## src/rtl/if_stage_pkg.sv

```systemverilog
// rtl/if_stage_pkg.sv - shared fetch-stage constants, state encoding and PC helper
package if_stage_pkg;

    localparam logic [31:0] NOP_INSTR_DEF = 32'h0000_0000;
    localparam logic [31:0] RESET_PC_DEF  = 32'h0000_0000;

    // Encodings are shared with the decode-side bubble logic, so keep them fixed.
    typedef enum logic [1:0] {
        S_IDLE = 2'd0,
        S_WAIT = 2'd1,
        S_KILL = 2'd2
    } fetch_state_e;

    function automatic logic [31:0] pc_plus4(input logic [31:0] pc);
        return pc + 32'd4;
    endfunction

endpackage

```

## src/rtl/if_hold_buffer.sv

```systemverilog
// rtl/if_hold_buffer.sv - one-entry skid register for a fetch response caught by a stall
module if_hold_buffer
    import if_stage_pkg::*;
#(
    parameter logic [31:0] NOP_INSTR = NOP_INSTR_DEF
) (
    input  logic        clk,
    input  logic        rst_n,
    input  logic        load,
    input  logic        drain,
    input  logic        clear,
    input  logic [31:0] load_instr,
    input  logic [31:0] load_pc_next,
    output logic        valid,
    output logic        valid_next,
    output logic [31:0] instr,
    output logic [31:0] pc_next
);

    logic        valid_q, valid_d;
    logic [31:0] instr_q, instr_d;
    logic [31:0] pc_next_q, pc_next_d;

    // valid_next lets the fetch FSM refuse to issue when the entry will still be occupied.
    always_comb begin
        valid_d   = valid_q;
        instr_d   = instr_q;
        pc_next_d = pc_next_q;
        if (clear) begin
            valid_d = 1'b0;
        end else if (load) begin
            valid_d   = 1'b1;
            instr_d   = load_instr;
            pc_next_d = load_pc_next;
        end else if (drain) begin
            valid_d = 1'b0;
        end
    end

    always_ff @(posedge clk or negedge rst_n) begin
        if (!rst_n) begin
            valid_q   <= 1'b0;
            instr_q   <= NOP_INSTR;
            pc_next_q <= 32'h0;
        end else begin
            valid_q   <= valid_d;
            instr_q   <= instr_d;
            pc_next_q <= pc_next_d;
        end
    end

    assign valid      = valid_q;
    assign valid_next = valid_d;
    assign instr      = instr_q;
    assign pc_next    = pc_next_q;

endmodule

```

## src/rtl/if_stage.sv

```systemverilog
// rtl/if_stage.sv - instruction fetch: PC, single-outstanding imem request, IF/ID register
module if_stage
    import if_stage_pkg::*;
#(
    parameter logic [31:0] RESET_PC  = RESET_PC_DEF,
    parameter logic [31:0] NOP_INSTR = NOP_INSTR_DEF
) (
    input  logic        clk,
    input  logic        rst_n,
    input  logic        stall,
    input  logic        redirect_valid,
    input  logic [31:0] redirect_target,
    output logic        imem_req,
    output logic [31:0] imem_addr,
    input  logic        imem_rvalid,
    input  logic [31:0] imem_rdata,
    output logic [31:0] if_id_instruction,
    output logic [31:0] if_id_pc_next
);

    fetch_state_e state_q, state_d;
    logic [31:0]  fetch_pc_q, fetch_pc_d;
    logic [31:0]  issued_addr_q, issued_addr_d;
    logic [31:0]  if_id_instr_q, if_id_instr_d;
    logic [31:0]  if_id_pcn_q, if_id_pcn_d;

    logic        rsp_accept, slot_free, issue;
    logic        hold_load, hold_drain;
    logic        hold_valid, hold_valid_next;
    logic [31:0] hold_instr, hold_pc_next;

    if_hold_buffer #(.NOP_INSTR(NOP_INSTR)) u_hold (
        .clk          (clk),
        .rst_n        (rst_n),
        .load         (hold_load),
        .drain        (hold_drain),
        .clear        (redirect_valid),
        .load_instr   (imem_rdata),
        .load_pc_next (pc_plus4(issued_addr_q)),
        .valid        (hold_valid),
        .valid_next   (hold_valid_next),
        .instr        (hold_instr),
        .pc_next      (hold_pc_next)
    );

    always_comb begin
        rsp_accept = imem_rvalid && (state_q == S_WAIT) && !redirect_valid;
        slot_free  = (state_q == S_IDLE) ||
                     (imem_rvalid && (state_q == S_WAIT || state_q == S_KILL));
        hold_load  = stall && !redirect_valid && rsp_accept;
        hold_drain = !stall && !redirect_valid;
        // A request is a combinational pulse so a 1-cycle memory sustains one fetch per cycle.
        issue      = rst_n && slot_free && !redirect_valid && !hold_valid_next;
    end

    always_comb begin
        state_d       = state_q;
        fetch_pc_d    = fetch_pc_q;
        issued_addr_d = issued_addr_q;
        if (issue) begin
            state_d       = S_WAIT;
            fetch_pc_d    = pc_plus4(fetch_pc_q);
            issued_addr_d = fetch_pc_q;
        end else if (slot_free) begin
            state_d = S_IDLE;
        end else if (state_q == S_WAIT && redirect_valid) begin
            state_d = S_KILL;
        end
        if (redirect_valid) begin
            fetch_pc_d = {redirect_target[31:2], 2'b00};
        end
    end

    always_comb begin
        if_id_instr_d = NOP_INSTR;
        if_id_pcn_d   = 32'h0;
        if (redirect_valid) begin
            if_id_instr_d = NOP_INSTR;
            if_id_pcn_d   = 32'h0;
        end else if (stall) begin
            if_id_instr_d = if_id_instr_q;
            if_id_pcn_d   = if_id_pcn_q;
        end else if (hold_valid) begin
            if_id_instr_d = hold_instr;
            if_id_pcn_d   = hold_pc_next;
        end else if (rsp_accept) begin
            if_id_instr_d = imem_rdata;
            if_id_pcn_d   = pc_plus4(issued_addr_q);
        end
    end

    always_ff @(posedge clk or negedge rst_n) begin
        if (!rst_n) begin
            state_q       <= S_IDLE;
            fetch_pc_q    <= RESET_PC;
            issued_addr_q <= 32'h0;
            if_id_instr_q <= NOP_INSTR;
            if_id_pcn_q   <= 32'h0;
        end else begin
            state_q       <= state_d;
            fetch_pc_q    <= fetch_pc_d;
            issued_addr_q <= issued_addr_d;
            if_id_instr_q <= if_id_instr_d;
            if_id_pcn_q   <= if_id_pcn_d;
        end
    end

    assign imem_req          = issue;
    assign imem_addr         = issue ? fetch_pc_q : 32'h0;
    assign if_id_instruction = if_id_instr_q;
    assign if_id_pc_next     = if_id_pcn_q;

endmodule

```

## config.mk

```make
export PLATFORM = sky130hd
export DESIGN_NAME = if_stage
export DESIGN_NICKNAME = d
export VERILOG_FILES = /design/src/rtl/if_stage_pkg.sv /design/src/rtl/if_hold_buffer.sv /design/src/rtl/if_stage.sv
export SDC_FILE = /design/constraint.sdc
export NUM_CORES = 1
export LEC_CHECK = 0
export ABC_AREA = 0
export BUFFER_PORTS_ARGS = -buffer_cell sky130_fd_sc_hd__buf_2
export CORE_MARGIN = 2
export CORE_UTILIZATION = 60
export DETAILED_ROUTE_END_ITERATION = 10
export PLACE_DENSITY = 0.92
export RECOVER_POWER = 25
export SYNTH_ARGS = -nofsm -noshare
export SYNTH_HDL_FRONTEND = slang
export SYNTH_SLANG_ARGS = --single-unit
```

## constraint.sdc

```tcl
create_clock -name clk -period 4.3 [get_ports clk]
set_input_delay 0.215 -clock clk [delete_from_list [all_inputs] [get_ports clk]]
set_output_delay 0.215 -clock clk [all_outputs]
set_load 0.02 [all_outputs]
```

After elaboration in Yosys (flattened, before gate mapping). Index checks and enable logic that the tools add are counted.

Register bits after elaboration: 195. Bits of input ports: 69. Output and inout bits: 97. Logic and storage cells: 50.

Add/subtract/negate cells: 2. Equal/unequal tests: 3. Multiplexer cells: 17. Bitwise operators: 1. Reduce and logical (&&, ||, !) cells: 19.

Operators by type and width (count): two-way mux 32 bit (11); adder 32 x 3 -> 32 bit (second input constant) (2); logical AND 1 bit (10); two-way mux 2 bit (3); zero test 1 bit (3); two-way mux 1 bit (3); nonzero test 3 bit (1); equality test 2 x 1 -> 1 bit (second input constant) (1); equality test 2 bit (second input constant) (1); zero test 2 bit (1); logical OR 1 bit (2); inequality test 2 x 1 -> 1 bit (second input constant) (1); AND reduction 2 bit (1); nonzero test 2 bit (1); inverter 1 bit (1).

Depth between registers and ports, before layout.
Depth after elaboration: 10. Gate-level depth with buffers: 9. Gate-level depth less buffers: 8.

Cells and area by module. From an unflattened synthesis, not the netlist that was laid out.

Cells, all modules: 831. Area total of the unflattened synthesis: 9436.6 um^2.

By module, submodules not included: if_stage (times used 1, cells an instance 691, area each 6695.2 um^2, seq. area each 3153.0 um^2); if_hold_buffer (times used 1, cells an instance 140, area each 2741.4 um^2, seq. area each 1626.6 um^2).

Least setup slack after synthesis. OpenSTA, ideal clock, no wires.

Path type: register to register. Start point: register state_q[0]. End point: register fetch_pc_q[11]. Library setup time: 0.126 ns. Arrival time: 1.990 ns. Required time: 4.174 ns. Setup slack: 2.184 ns. Stages on the path, launching flop included: 10. Path buffers: 1. Clock period less this slack: 2.116 ns. Path through: dfrtp_1 > inv_1 > ha_1 > a21o_1 > and2_1 > nand2_1 > inv_1 > clkbuf_1 > and3_1 > a221o_1.

Word-level cells in the longest chain between the ends: 9. Elaborated cells on any way between the ends: 16. Those cells by class: eq/ne: 2; mux: 2; reduce/logical: 12.

Ends and longest elaborated chain: from (decl) (line if_stage.sv:21) `fetch_state_e state_q, state_d;`; from (signal assigned) (line if_stage.sv:100) `state_q <= state_d;`; equality test 2 x 1 -> 1 bit (line if_stage.sv:47, if_stage.sv:49); logical AND 1 bit (2 in a row) (line if_stage.sv:47) `rsp_accept = imem_rvalid && (state_q == S_WAIT) && !redirect_valid;`; logical AND 1 bit (line if_stage.sv:50) `hold_load = stall && !redirect_valid && rsp_accept;`; two-way mux 1 bit (line if_hold_buffer.sv:31) `end else if (load) begin`; two-way mux 1 bit (line if_hold_buffer.sv:29) `if (clear) begin`; zero test 1 bit (line if_stage.sv:53) `issue = rst_n && slot_free && !redirect_valid && !hold_valid_next;`; logical AND 1 bit (*) (line if_stage.sv:53); named net imem_req (line if_stage.sv:13) `output logic imem_req,`; nonzero test 2 bit (no source line) (*); to (signal assigned) (line if_stage.sv:101) `fetch_pc_q <= fetch_pc_d;`; to (decl) (line if_stage.sv:22) `logic [31:0] fetch_pc_q, fetch_pc_d;`.

The timed path passes the listed nets; every way through them passes the cells marked *. A chain may end at the register's enable or synchronous reset.

Worst setup path after layout.
Start point: input rst_n. End point: output imem_addr[27].

Word-level cells in the longest chain between the ends: 4.

Ends and longest elaborated chain: from (decl) (line if_stage.sv:9) `input logic rst_n,`; logical AND 1 bit (3 in a row) (line if_stage.sv:53); two-way mux 32 bit (line if_stage.sv:109) `assign imem_addr = issue ? fetch_pc_q : 32'h0;`; to (decl) (line if_stage.sv:14) `output logic [31:0] imem_addr,`.

No other way between the ends.

==> results.cfg <==
[clock_tree]
h-tree-depth = 4
path_clk_slew_ns = 0.07
numCtsBuffers = 17
cts_max_path_buffers = 2
insertion_delay_ns = 0.44
cts.root.buffer_cell = clkbuf_16
cts.sinks = 188
cts_tree = yes
postCtsSetupRepairBufs = 0

[floorplanning]
die_w_um = 125
die-area_um2 = 15700
initial_utilization = 0.610
fp.coreArea_um2 = 14400
rows = 44
die_y_um = 125
ios = 166

[timing]
finalHoldViolCount = 0
period_minus_slack_ns = 3.21
slew-limit-headroom = -0.134
period_share = 0.745
maxSlewViolCount = 147
rsz0062_at_grt = no
worst_slack_ns = 1.09
fin_setup_tns_ns = 0
finClkSkew_ns = 0.0135
max_freq_mhz = 312
setup_viol = 0
worst_pin_slew_ns = 1.70

[setup_path]
cp.arrival_ns = 2.99
end_kind = output port
crit_fanout = 47
worstSetupStartpointType = primary input
cp_slowest_stage_delay_ns = 0.81
worstSetupPathType = in -> out
critPathRequiredTime_ns = 4.09
worstPathCellList = dlygate4sd3_1 -> buf_6 -> and3_1 -> nand2_2 -> buf_4 -> nor2_1 -> buf_2
slowest_stage = and3_1

[global_routing]
grt_max_degree = 91
grt_pass1_vias = 7118
grt_overflow = 0
grt.total_usage = 0.287
antenna_found_initial = 0
grt_pass1_wl_um = 36500

[placed_design]
numPortBuffers = 161
place_congestion = 0.900
hpwl_um = 14300
pre_cts_ws_ns = 1.61

[power_and_ir_drop]
ir_drop_v = 0.000307
power_density_nw_per_um2 = 465
leakage_nw = 4.75

[drt]
wire_per_inst_um = 18.7
first_pass_iters = 6
avgViaCountPerCell = 6.33
wl_um = 22000
drt_iter0_drc = 720
ant_nets = 0
drc = 0
vias = 7429

[cells_and_area]
drive_gt1_frac = 0.189
n_fill_cell = 1026
nNetsFinal = 1049
ff_latch_area_um2 = 4700
multi_input_area_um2 = 3770
antennaDiodeCount = 0
area_growth_pct = 15.9

[synth]
synth_top_flop_cell = dfrtp_1
synth_cell_types = 50
ys_seq_area_frac = 0.535
synth.cell_area_um2 = 8800
yosys_warnings = 0
async_flop_share = 1.00
synth.ff_latch_count = 188
synth_edf_count = 0
syn_inst = 845
syn_area_per_cell_um2 = 10.4

[worst_hold_path]
hold_class = in -> reg

[outcome]
outcome = finished with violations
violations = capacitance limit, slew limit

[flow_run]
cap_violations = 2
## where the power goes
part | switching, mW | leakage, nW | internal, mW
sequential | 0.282 | 2.43 | 2.13
combinational | 0.459 | 2.05 | 0.362
clock | 0.700 | 0.273 | 0.810
total | 1.44 | 4.75 | 3.30
## layout make-up
type / count / area share
sequential: 188 / 0.461
multi-input combinational: 572 / 0.369
clock inverter: 14 / 0.0131
tap: 184 / 0.0226
timing repair buffer: 177 / 0.0843
clock buffer: 18 / 0.0421
inverter: 20 / 0.00736
## sequential cells by signal, indices dropped and copies added, names as in the netlist
name / count
u_hold.valid: 1
u_hold.pc_next: 30
issued_addr_q: 30
if_id_instruction: 32
fetch_pc_q: 30
u_hold.instr: 32
if_id_pc_next: 31
state_q: 2
## metrics by stage
step / instances / util / hold slack (ns) / area [um2] / total power [mW]
floorplan: 846 / - / -0.0806 / 8800 / 2.93
global placement: 1136 / 0.670 / 0.163 / 9670 / 3.16
detailed placement: 1136 / 0.670 / 0.167 / 9670 / 3.24
CTS: 1173 / 0.713 / 0.00109 / 10300 / 4.75
global route: 1173 / 0.707 / 0.0138 / 10200 / 4.98
finish: 1173 / 0.707 / 0.0109 / 10200 / 4.74
## worst max-delay path, delay by kind of cell
kind / cells / cell delay (ns)
simple gates: 3 / 1.30
buf+inv: 4 / 1.45
## cells in the mapped netlist (11+ instances only)
master	number	area (um2)
nand3_1	25	125
nor2_1	17	63.8
a221oi_1	38	333
clkbuf_1	61	229
dfrtp_1	188	4700
nand2_1	83	312
a22oi_1	27	203
and3_1	32	200
o21ai_0	62	310
nand4_1	11	68.8
nor2b_1	39	244
inv_1	20	75.1
mux2_2	35	394
xnor2_1	22	193
nor3_1	51	255
a21o_1	31	233
## cells in the final DEF (no fill, tap or decap), types with 3 or more instances in the layout
cell             n
nor3_2           5
and4_1           5
nand2_1         82
mux2_2          35
o21ai_1          6
nand4_1         11
nor4_1           3
o311ai_0         8
inv_1           20
or3_1            4
a221o_1          7
clkbuf_1        65
a22oi_1         27
nand3_1         25
xor2_1           8
o311ai_1         3
xnor2_1         22
a221oi_1        38
nor2_1          17
a21oi_1          9
a21o_1          31
clkbuf_16       17
dfrtp_1        188
o21ai_0         62
dlygate4sd3_1    5
inv_6            7
and3_1          32
nor2b_1         39
ha_1             4
o31a_1           5
buf_4            9
and2_1           5
buf_2           96
nor3_1          50
or4_1            3
o211ai_1         4
## final timing paths
check	start	to	slack (ns)	cells past startpoint
setup reg to reg	state_q[0]	fetch_pc_q[15]	1.53	8
setup / recovery	rst_n	imem_addr[27]	1.09	7
max in group asynchronous	rst_n	if_id_pc_next[15]	2.04	3
hold reg to reg	u_hold.pc_next[19]	u_hold.pc_next[19]	0.48	2
min in group asynchronous	rst_n	u_hold.instr[29]	0.26	2
hold / removal	redirect_target[19]	fetch_pc_q[19]	0.01	3
## repair_timing
item	CTS	global route
hold buffers	5	0
endpoints found under the hold margin	47	0
resized for setup	0	0
## layer usage
metal | GRT usage | wire length (um) | vias up
li1 | - | - | 3351
met1 | 0.406 | 9220 | 3684
met2 | 0.452 | 10800 | 342
met3 | 0.0484 | 1370 | 52
met4 | 0.105 | 550 | 0
met5 | 0 | 0 | -
## cells by family (layout without fill, tap and decap cells)
group,after synthesis,after routing,share of synthesized area
other,1,2,0.000426
buffers and inverters,86,229,0.0388
adders and majority gates,4,4,0.00569
AOI/OAI and AO/OA,206,206,0.164
muxes,35,35,0.0448
xor gates and xnor gates,30,30,0.0299
DFF,188,188,0.535
and+or+nand+nor,295,295,0.182
(Power assumes the default switching activity.)
